File: config.mk
export PLATFORM = sky130hd
export DESIGN_NAME = i2s_frame_capture
export DESIGN_NICKNAME = d
export VERILOG_FILES = /design/src/rtl/i2s_frame_capture.sv
export SDC_FILE = /design/constraint.sdc
export NUM_CORES = 1
export LEC_CHECK = 0
export BUFFER_PORTS_ARGS = -buffer_cell sky130_fd_sc_hd__clkbuf_2
export CAP_MARGIN = 5
export CORE_MARGIN = 2
export CORE_UTILIZATION = 40
export CTS_BUF_LIST = sky130_fd_sc_hd__clkbuf_2 sky130_fd_sc_hd__clkbuf_4 sky130_fd_sc_hd__clkbuf_8
export CTS_CLUSTER_SIZE = 25
export DETAILED_ROUTE_END_ITERATION = 16
export PLACE_DENSITY = 0.65
export SLEW_MARGIN = 20
export SYNTH_ARGS = -nofsm -noshare
export SYNTH_HDL_FRONTEND = slang
export SYNTH_SLANG_ARGS = --single-unit
export TNS_END_PERCENT = 20
File: constraint.sdc
create_clock -name clk_in -period 2.65 [get_ports clk_in]
set_input_delay 0.53 -clock clk_in [delete_from_list [all_inputs] [get_ports clk_in]]
set_output_delay 0.53 -clock clk_in [all_outputs]
set_load 0.03 [all_outputs]
File: src/rtl/i2s_frame_capture.sv
// I2S receiver: oversamples bck/ws/d0, deserialises MSB-first words and pairs L/R onto a valid/ready sink.
// Optional peak meters (peak_clr, peak_l, peak_r) are built when I2S_CAPTURE_PEAK_EN is defined.
module i2s_frame_capture #(
    parameter int WIDTH    = 24,
    parameter int MIN_BITS = 16,
    parameter int TIMEOUT  = 255
) (
    input  logic             clk_in,
    input  logic             resetb,
    input  logic             i2s_bck,
    input  logic             i2s_ws,
    input  logic             i2s_d0,
    input  logic             sample_ready,
`ifdef I2S_CAPTURE_PEAK_EN
    input  logic             peak_clr,
    output logic [WIDTH-2:0] peak_l,
    output logic [WIDTH-2:0] peak_r,
`endif
    output logic             sample_valid,
    output logic [WIDTH-1:0] sample_l,
    output logic [WIDTH-1:0] sample_r,
    output logic             locked,
    output logic             overflow,
    output logic             short_err
);

    typedef enum logic [1:0] {HUNT, WAIT_L, WAIT_R} state_t;

    localparam logic [5:0]       MIN_CNT = 6'(MIN_BITS);
    localparam logic [7:0]       TMO_MAX = 8'(TIMEOUT);
    localparam logic [WIDTH-1:0] MSB_ONE = {1'b1, {(WIDTH-1){1'b0}}};

    // bit 0 = bck, bit 1 = ws, bit 2 = d0
    logic [2:0]       sync1_q, sync2_q;
    logic             bck_hist_q;
    logic [7:0]       tmo_q;

    state_t           state_q;
    logic             ws_prev_q;
    logic [5:0]       cnt_q;
    logic [5:0]       cnt_d;
    logic [WIDTH-1:0] shreg_q;
    logic [WIDTH-1:0] shreg_d;
    logic [WIDTH-1:0] left_hold_q;
    logic             valid_q;
    logic [WIDTH-1:0] sample_l_q, sample_r_q;
    logic             locked_q, overflow_q, short_q;

    logic             rise, ws_s, d0_s, timeout, boundary;
    logic             word_done, word_short, pair_ev, load;

    assign rise       = sync2_q[0] & ~bck_hist_q;
    assign ws_s       = sync2_q[1];
    assign d0_s       = sync2_q[2];
    assign timeout    = (tmo_q == TMO_MAX);
    assign boundary   = rise & (ws_s != ws_prev_q);
    assign word_done  = boundary & ~timeout & (state_q != HUNT);
    assign word_short = (cnt_q < MIN_CNT);
    assign pair_ev    = word_done & ~word_short & ws_prev_q & (state_q == WAIT_R);
    assign load       = pair_ev & (~valid_q | sample_ready);

    // The shifted mask becomes zero once cnt reaches WIDTH, so surplus bits fall away.
    assign shreg_d = d0_s ? (shreg_q | (MSB_ONE >> cnt_q)) : shreg_q;
    assign cnt_d   = (cnt_q == 6'd63) ? cnt_q : cnt_q + 6'd1;

    always_ff @(posedge clk_in or negedge resetb) begin
        if (!resetb) begin
            sync1_q    <= '0;
            sync2_q    <= '0;
            bck_hist_q <= 1'b0;
            tmo_q      <= '0;
        end else begin
            sync1_q    <= {i2s_d0, i2s_ws, i2s_bck};
            sync2_q    <= sync1_q;
            bck_hist_q <= sync2_q[0];
            if (rise)
                tmo_q <= '0;
            else if (!timeout)
                tmo_q <= tmo_q + 8'd1;
        end
    end

    always_ff @(posedge clk_in or negedge resetb) begin
        if (!resetb) begin
            state_q     <= HUNT;
            ws_prev_q   <= 1'b0;
            cnt_q       <= '0;
            shreg_q     <= '0;
            left_hold_q <= '0;
            valid_q     <= 1'b0;
            sample_l_q  <= '0;
            sample_r_q  <= '0;
            locked_q    <= 1'b0;
            overflow_q  <= 1'b0;
            short_q     <= 1'b0;
        end else begin
            overflow_q <= 1'b0;
            short_q    <= 1'b0;
            if (rise)
                ws_prev_q <= ws_s;

            if (timeout) begin
                state_q     <= HUNT;
                locked_q    <= 1'b0;
                cnt_q       <= '0;
                shreg_q     <= '0;
                left_hold_q <= '0;
            end else if (boundary) begin
                // The boundary bit is the MSB of the next word.
                shreg_q <= d0_s ? MSB_ONE : '0;
                cnt_q   <= 6'd1;
                case (state_q)
                    HUNT: state_q <= WAIT_L;
                    WAIT_L: begin
                        if (word_short) begin
                            short_q <= 1'b1;
                        end else if (!ws_prev_q) begin
                            left_hold_q <= shreg_q;
                            state_q     <= WAIT_R;
                        end
                    end
                    WAIT_R: begin
                        if (word_short) begin
                            short_q <= 1'b1;
                            state_q <= WAIT_L;
                        end else if (ws_prev_q) begin
                            state_q <= WAIT_L;
                        end else begin
                            left_hold_q <= shreg_q;
                        end
                    end
                    default: state_q <= HUNT;
                endcase
            end else if (rise) begin
                shreg_q <= shreg_d;
                cnt_q   <= cnt_d;
            end

            if (load) begin
                sample_l_q <= left_hold_q;
                sample_r_q <= shreg_q;
                valid_q    <= 1'b1;
            end else if (valid_q && sample_ready) begin
                valid_q <= 1'b0;
            end
            if (pair_ev && !load)
                overflow_q <= 1'b1;
            if (pair_ev)
                locked_q <= 1'b1;
        end
    end

    assign sample_valid = valid_q;
    assign sample_l     = sample_l_q;
    assign sample_r     = sample_r_q;
    assign locked       = locked_q;
    assign overflow     = overflow_q;
    assign short_err    = short_q;

`ifdef I2S_CAPTURE_PEAK_EN
    logic [WIDTH-2:0] peak_l_q, peak_r_q, mag_l, mag_r;

    // Two's-complement magnitude; the most negative code saturates to full scale.
    function automatic logic [WIDTH-2:0] magnitude(input logic [WIDTH-1:0] w);
        logic [WIDTH-1:0] neg;
        neg = -w;
        if (!w[WIDTH-1])
            return w[WIDTH-2:0];
        if (neg[WIDTH-1])
            return '1;
        return neg[WIDTH-2:0];
    endfunction

    assign mag_l = magnitude(left_hold_q);
    assign mag_r = magnitude(shreg_q);

    always_ff @(posedge clk_in or negedge resetb) begin
        if (!resetb) begin
            peak_l_q <= '0;
            peak_r_q <= '0;
        end else if (peak_clr) begin
            peak_l_q <= '0;
            peak_r_q <= '0;
        end else if (load) begin
            if (mag_l > peak_l_q)
                peak_l_q <= mag_l;
            if (mag_r > peak_r_q)
                peak_r_q <= mag_r;
        end
    end

    assign peak_l = peak_l_q;
    assign peak_r = peak_r_q;
`endif

endmodule

Word-level counts from Yosys, hierarchy flattened
Cells that the tools add are included.
{ "op_classes": {"div": 0, "mux": 32, "shifts": 1, "eq_ne": 12, "addsub": 2, "reduce_logical": 16, "n_bitwise": 14, "n_lt_le_gt_ge": 1, "multipliers": 0} }
{ "ops": {"columns": ["cell", "n"], "rows": [
  ["$mux W24", 10],
  ["$mux W6", 4],
  ["$or A24 B24 Y24", 1],
  ["$shr A24 B6 Y24 const A", 1],
  ["$mux W8", 2],
  ["$mux W2", 6],
  ["$reduce_bool A2 Y1", 5],
  ["$mux W1", 9],
  ["$ne A3 B3 Y1 const B", 3],
  ["$add A8 B1 Y8 const B", 1],
  ["$and A1 B1 Y1", 8],
  ["$eq A8 B8 Y1 const B", 1],
  ["$reduce_and A4 Y1", 2],
  ["$add A6 B1 Y6 const B", 1],
  ["$eq A6 B6 Y1 const B", 1],
  ["$lt A6 B5 Y1 const B", 1],
  ["$pmux W2 S3", 1],
  ["$reduce_bool A3 Y1", 2],
  ["$ne A2 B2 Y1 const B", 2],
  ["$ne A4 B4 Y1 const B", 1],
  ["$not A1 Y1", 4],
  ["$reduce_and A2 Y1", 2],
  ["$eq A2 B1 Y1 const B", 1],
  ["$eq A2 B2 Y1 const B", 1],
  ["other kinds (7)", 8]
]} }
{ "word_totals": {"latch_bits": 0, "in_bits": 6, "wordCells": 93, "ramBits": 0, "mem_bits_ro": 0, "regBits": 124, "memories": 0} }

Depth between registers and ports, before layout
{ "depth": {"word_depth": 12, "ltp_mapped": 8, "depth_no_buf": 6} }

Worst setup path before layout
No wires, ideal clock.
{ "synth_path": {"kind": "register -> register", "from": "register tmo_q[0]", "to": "register sample_l_q[0], in the netlist sample_l[0]", "period_less_slack_ns": 1.822, "arrival_ns": 1.697, "setup_time_ns": 0.125, "path_slack_ns": 0.828, "path_stages_with_launch": 8, "cell_sequence": "dfrtp_1 -> ha_1 -> nand3_1 -> or2_1 -> nand4_1 -> buf_4 -> buf_6 -> mux2_4"} }
{ "synth_via": {"elab_chain_len": 8} }
{ "synth_lines": {"columns": ["item", "line_no", "text"], "rows": [
  ["start, declared", "36", "logic [7:0] tmo_q;"],
  ["start signal, assigned", "79", "tmo_q <= tmo_q + 8'd1;"],
  ["$eq A8 B8 Y1", "55", "assign timeout = (tmo_q == TMO_MAX);"],
  ["$not A1 Y1", "57", "assign word_done = boundary & ~timeout & (state_q != HUNT);"],
  ["$and A1 B1 Y1 (2 in series)", "57", null],
  ["$and A1 B1 Y1 (3 in series)", "59", "assign pair_ev = word_done & ~word_short & ws_prev_q & (state_q == WAIT_R);"],
  ["$and A1 B1 Y1", "60", "assign load = pair_ev & (~valid_q | sample_ready);"],
  ["end signal, assigned", "140", "sample_l_q <= left_hold_q;"],
  ["end, declared", "46", "logic [WIDTH-1:0] sample_l_q, sample_r_q;"]
]} }
Every way passes these cells.
A chain may end at the register's enable or synchronous reset.

Worst setup path in the final report
{ "layout_path": {"from": "register tmo_q[0]", "to": "register left_hold_q[19]"} }
{ "layout_via": {"elab_chain_len": 3} }
{ "layout_lines": {"columns": ["item", "line_no", "text"], "rows": [
  ["$eq A8 B8 Y1 (*)", "55", null],
  ["$ne A2 B2 Y1 (no source line) (tied with other cells)", null, null],
  ["$reduce_and A4 Y1 (no source line)", null, null],
  ["end signal, assigned", "118", "left_hold_q <= shreg_q;"],
  ["end signal, assigned", "129", "left_hold_q <= shreg_q;"],
  ["end, declared", "44", "logic [WIDTH-1:0] left_hold_q;"]
]} }
Every way passes the cells marked *; elsewhere a longest branch is shown, timed or not.

==> out/summary.log <==
INFO  logic_synthesis seq_area_frac_synth=0.618
INFO  setup_path     timing.critical_path.to_type=flip-flop
INFO  placement      place.gp.congestion=0.803
INFO  placement      placement.setup.worst_slack=0.567ns
INFO  setup_path     critPathMaxFanout=14
INFO  floorplan      start_util=0.413
INFO  hold_path      hold_crit_path_type=in2reg
INFO  setup_path     slowest_stage_delay_cp=0.57ns
INFO  setup_path     critical_path.startpoint_type=flip-flop
INFO  layout         drive_gt1_frac=0.330
INFO  logic_synthesis yosysMostFrequentCell=sky130_fd_sc_hd__dfrtp_1
INFO  logic_synthesis synth.net_count=395
INFO  floorplan      rows=40
INFO  sta            maxClockFrequency=468MHz
INFO  drt            routed-via-count=3187
INFO  power_and_ir_drop report.power.total=4.30mW
INFO  layout         final_nets=466
INFO  power_and_ir_drop max-vdd-ir-drop=0.248mV
INFO  drt            drc=0
INFO  setup_path     crit_path_cell_trace=ha_1, nand3_1, nor2_1, buf_4, a31oi_2, buf_4, a22o_1
INFO  layout         layout.cells.non_filler=631
INFO  clock_network  htreeDepth=4
INFO  sta            finalSetupViolCount=0
INFO  global_route   grt_pass1_wl=16100µm
INFO  global_route   grt_antenna_before_repair=0
INFO  floorplan      die_height=116µm
INFO  logic_synthesis synth_top_cell_area_share=0.618
INFO  placement      place_area=5500µm²
INFO  sta            post-route-period-util=0.806
INFO  layout         antenna-diode-count=0
INFO  logic_synthesis post_synthesis_cell_type_count=40
INFO  setup_path     cp.required=3.02ns
INFO  global_route   first_global_vias=3119
INFO  floorplan      fp.dieArea=13500µm²
INFO  sta            clock_skew=0.00997ns
INFO  sta            finalHoldViolCount=0
INFO  drt            viasPerCell=5.05
INFO  clock_network  cts_tree=built
INFO  clock_network  cts_bufs_inserted=17
INFO  setup_path     path_class=reg2reg
INFO  drt            wl_per_cell=15.5µm
INFO  logic_synthesis top_cells_by_instance_count_after_synthesis=124 x sky130_fd_sc_hd__dfrtp_1, 37 x sky130_fd_sc_hd__nor2_1, 28 x sky130_fd_sc_hd__mux2_2
INFO  outcome        status=completed
INFO  logic_synthesis syn_area_per_cell=13.3µm²
INFO  clock_network  number_of_buffers_inserted_to_repair_setup_after_cts=0
INFO  clock_network  clk_pin_slew_worst_paths=0.07ns
INFO  drt            routed_wirelength=9780µm
INFO  logic_synthesis synth-async-reset-ratio=1.00
INFO  logic_synthesis synthFlopType=sky130_fd_sc_hd__dfrtp_1
INFO  floorplan      core=12200µm²
INFO  logic_synthesis synth_top_cells_by_area=sky130_fd_sc_hd__dfrtp_1 62%, sky130_fd_sc_hd__mux2_2 6.3%, sky130_fd_sc_hd__mux2_4 6.0%, sky130_fd_sc_hd__a22o_1 4.2%, sky130_fd_sc_hd__a31oi_1 3.4%
INFO  setup_path     cpMostUsedCell=sky130_fd_sc_hd__buf_4
INFO  run            max_cap_viol_count=0
INFO  layout         areaGrowthSynthToFinish=17.5%
INFO  logic_synthesis post_synthesis_cell_area=5020µm²
INFO  placement      hpwl=6840µm
INFO  logic_synthesis synthCells=379
INFO  setup_path     critical_path_arrival=2.50ns
INFO  logic_synthesis yosysWarnings=0
INFO  logic_synthesis synth_enable_flop_cells=0
INFO  sta            rsz0062_at_grt=no
INFO  sta            final_max_slew_viol_count=0
INFO  layout         layout.cell_area.non_filler=5910µm²
INFO  sta            min_period=2.14ns
INFO  floorplan      ios=58
INFO  power_and_ir_drop cellLeakagePower=3.08nW
INFO  sta            worst_pin_slew=0.703ns
INFO  power_and_ir_drop power.density=727nW/µm²
INFO  clock_network  clock_sinks=124
INFO  clock_network  library_cell_used_as_clock_root_buffer=sky130_fd_sc_hd__clkbuf_8
INFO  sta            setup_tns=0ns
INFO  placement      buffer_ports.inserted=57
INFO  floorplan      horizontal_extent_of_the_die=116µm
INFO  clock_network  cts-root-to-sink-buffers=2
INFO  drt            antenna_left=0
INFO  sta            tightest_slew_margin_relative_to_the_limit=0.530
INFO  global_route   global_route.overflow_total=0
INFO  setup_path     critical-path-slowest-cell=sky130_fd_sc_hd__a31oi_2
INFO  logic_synthesis yosys_reg_bits=124
INFO  global_route   grt_usage=0.157
INFO  drt            initialDrtViolationCount=202
INFO  logic_synthesis largest_area_contributor_in_the_netlist=sky130_fd_sc_hd__dfrtp_1
INFO  layout         fraction_of_the_core_area_covered_by_cells_at_the_end_of_the_flow=0.486
INFO  drt            first_pass_iters=4
INFO  global_route   largest_net_degree_at_the_start_of_global_routing=39
INFO  placement      dp_cells=598
INFO  sta            final.setup.worst_slack=0.513ns
INFO  sta            worst_hold_slack=0.207ns
INFO  clock_network  worst_skew_pair.late_latency=0.43ns
==> repair_timing <==
| action | CTS | global route |
|---|---|---|
| resized for setup | 0 | 0 |
| hold endpoints to repair | 7 | 0 |
| hold buffers | 1 | 0 |
==> area by class of cell <==
| cell class | instances | area (µm²) |
|---|---|---|
| Tap cell | 168 | 210 |
| Fill cell | 1094 | 6260 |
| Sequential cell | 124 | 3100 |
| Clock buffer | 18 | 248 |
| Multi-Input combinational cell | 230 | 1770 |
| Timing Repair Buffer | 70 | 400 |
| Inverter | 7 | 26.3 |
| Clock inverter | 14 | 146 |
==> report_power, final <==
group	internal, mW	switching [mW]	total (mW)
clock	0.858	0.766	1.62
sequential	2.02	0.140	2.16
combinational	0.191	0.322	0.513
total	3.07	1.23	4.30
==> critical path, delay by kind of cell, from the launching register on <==
family / cells / cell delay [ns]
AO/OA/AOI/OAI: 2 / 0.73
flip-flops: 1 / 0.42
adder cells (fa/ha/maj): 1 / 0.25
AND/OR/NAND/NOR: 2 / 0.21
buffers and inverters: 2 / 0.47
==> cells in the final DEF, fill, tap and decap left out, types with 12 or more instances in the layout <==
| master | synthesis | routed |
|---|---|---|
| sky130_fd_sc_hd__clkbuf_8 | 0 | 18 |
| sky130_fd_sc_hd__buf_4 | 1 | 12 |
| sky130_fd_sc_hd__a31oi_1 | 27 | 27 |
| sky130_fd_sc_hd__mux2_4 | 20 | 20 |
| sky130_fd_sc_hd__nand2_1 | 17 | 17 |
| sky130_fd_sc_hd__clkbuf_2 | 0 | 56 |
| sky130_fd_sc_hd__dfrtp_1 | 124 | 124 |
| sky130_fd_sc_hd__a22o_1 | 24 | 24 |
| sky130_fd_sc_hd__nor2_1 | 37 | 37 |
| sky130_fd_sc_hd__mux2_2 | 28 | 28 |
==> registers in the layout (all words and copies together) (netlist names) <==
register and flops:
sample_valid 1, sync1_q 3, sync2_q 3, overflow 1, sample_l 24, shreg_q 24, bck_hist_q 1, cnt_q 6
left_hold_q 24, ws_prev_q 1, sample_r 24, short_err 1, state_q 2, locked 1, tmo_q 8
==> final timing paths <==
check | from | endpoint | slack [ns] | cells after the start
hold reg to reg | sync1_q[0] | sync2_q[0] | 0.34 | 0
setup / recovery | tmo_q[0] | left_hold_q[19] | 0.51 | 7
max in group asynchronous | resetb | sample_r[10] | 1.34 | 3
setup reg to reg | tmo_q[0] | left_hold_q[19] | 0.51 | 7
min in group asynchronous | resetb | sample_r[18] | 0.55 | 2
hold / removal | i2s_bck | sync1_q[0] | 0.21 | 1
==> cell families after synthesis <==
family	count (synthesis)	share of synthesized area
xor gates and xnor gates	6	0.0105
buffers and inverters	25	0.0299
adders and majority gates	10	0.0249
and+or+nand+nor	90	0.0867
AOI/OAI and AO/OA	73	0.102
DFF	124	0.618
muxes	51	0.128
==> routing by layer <==
metal / track usage / part of all wire / up-vias
met1: 0.214 / 0.47 / 1607
li1: - / - / 1503
met5: 0 / 0 / -
met2: 0.235 / 0.48 / 65
met4: 0.0532 / 0.015 / 0
met3: 0.0533 / 0.033 / 12
Power figures use the tool's default switching activity.
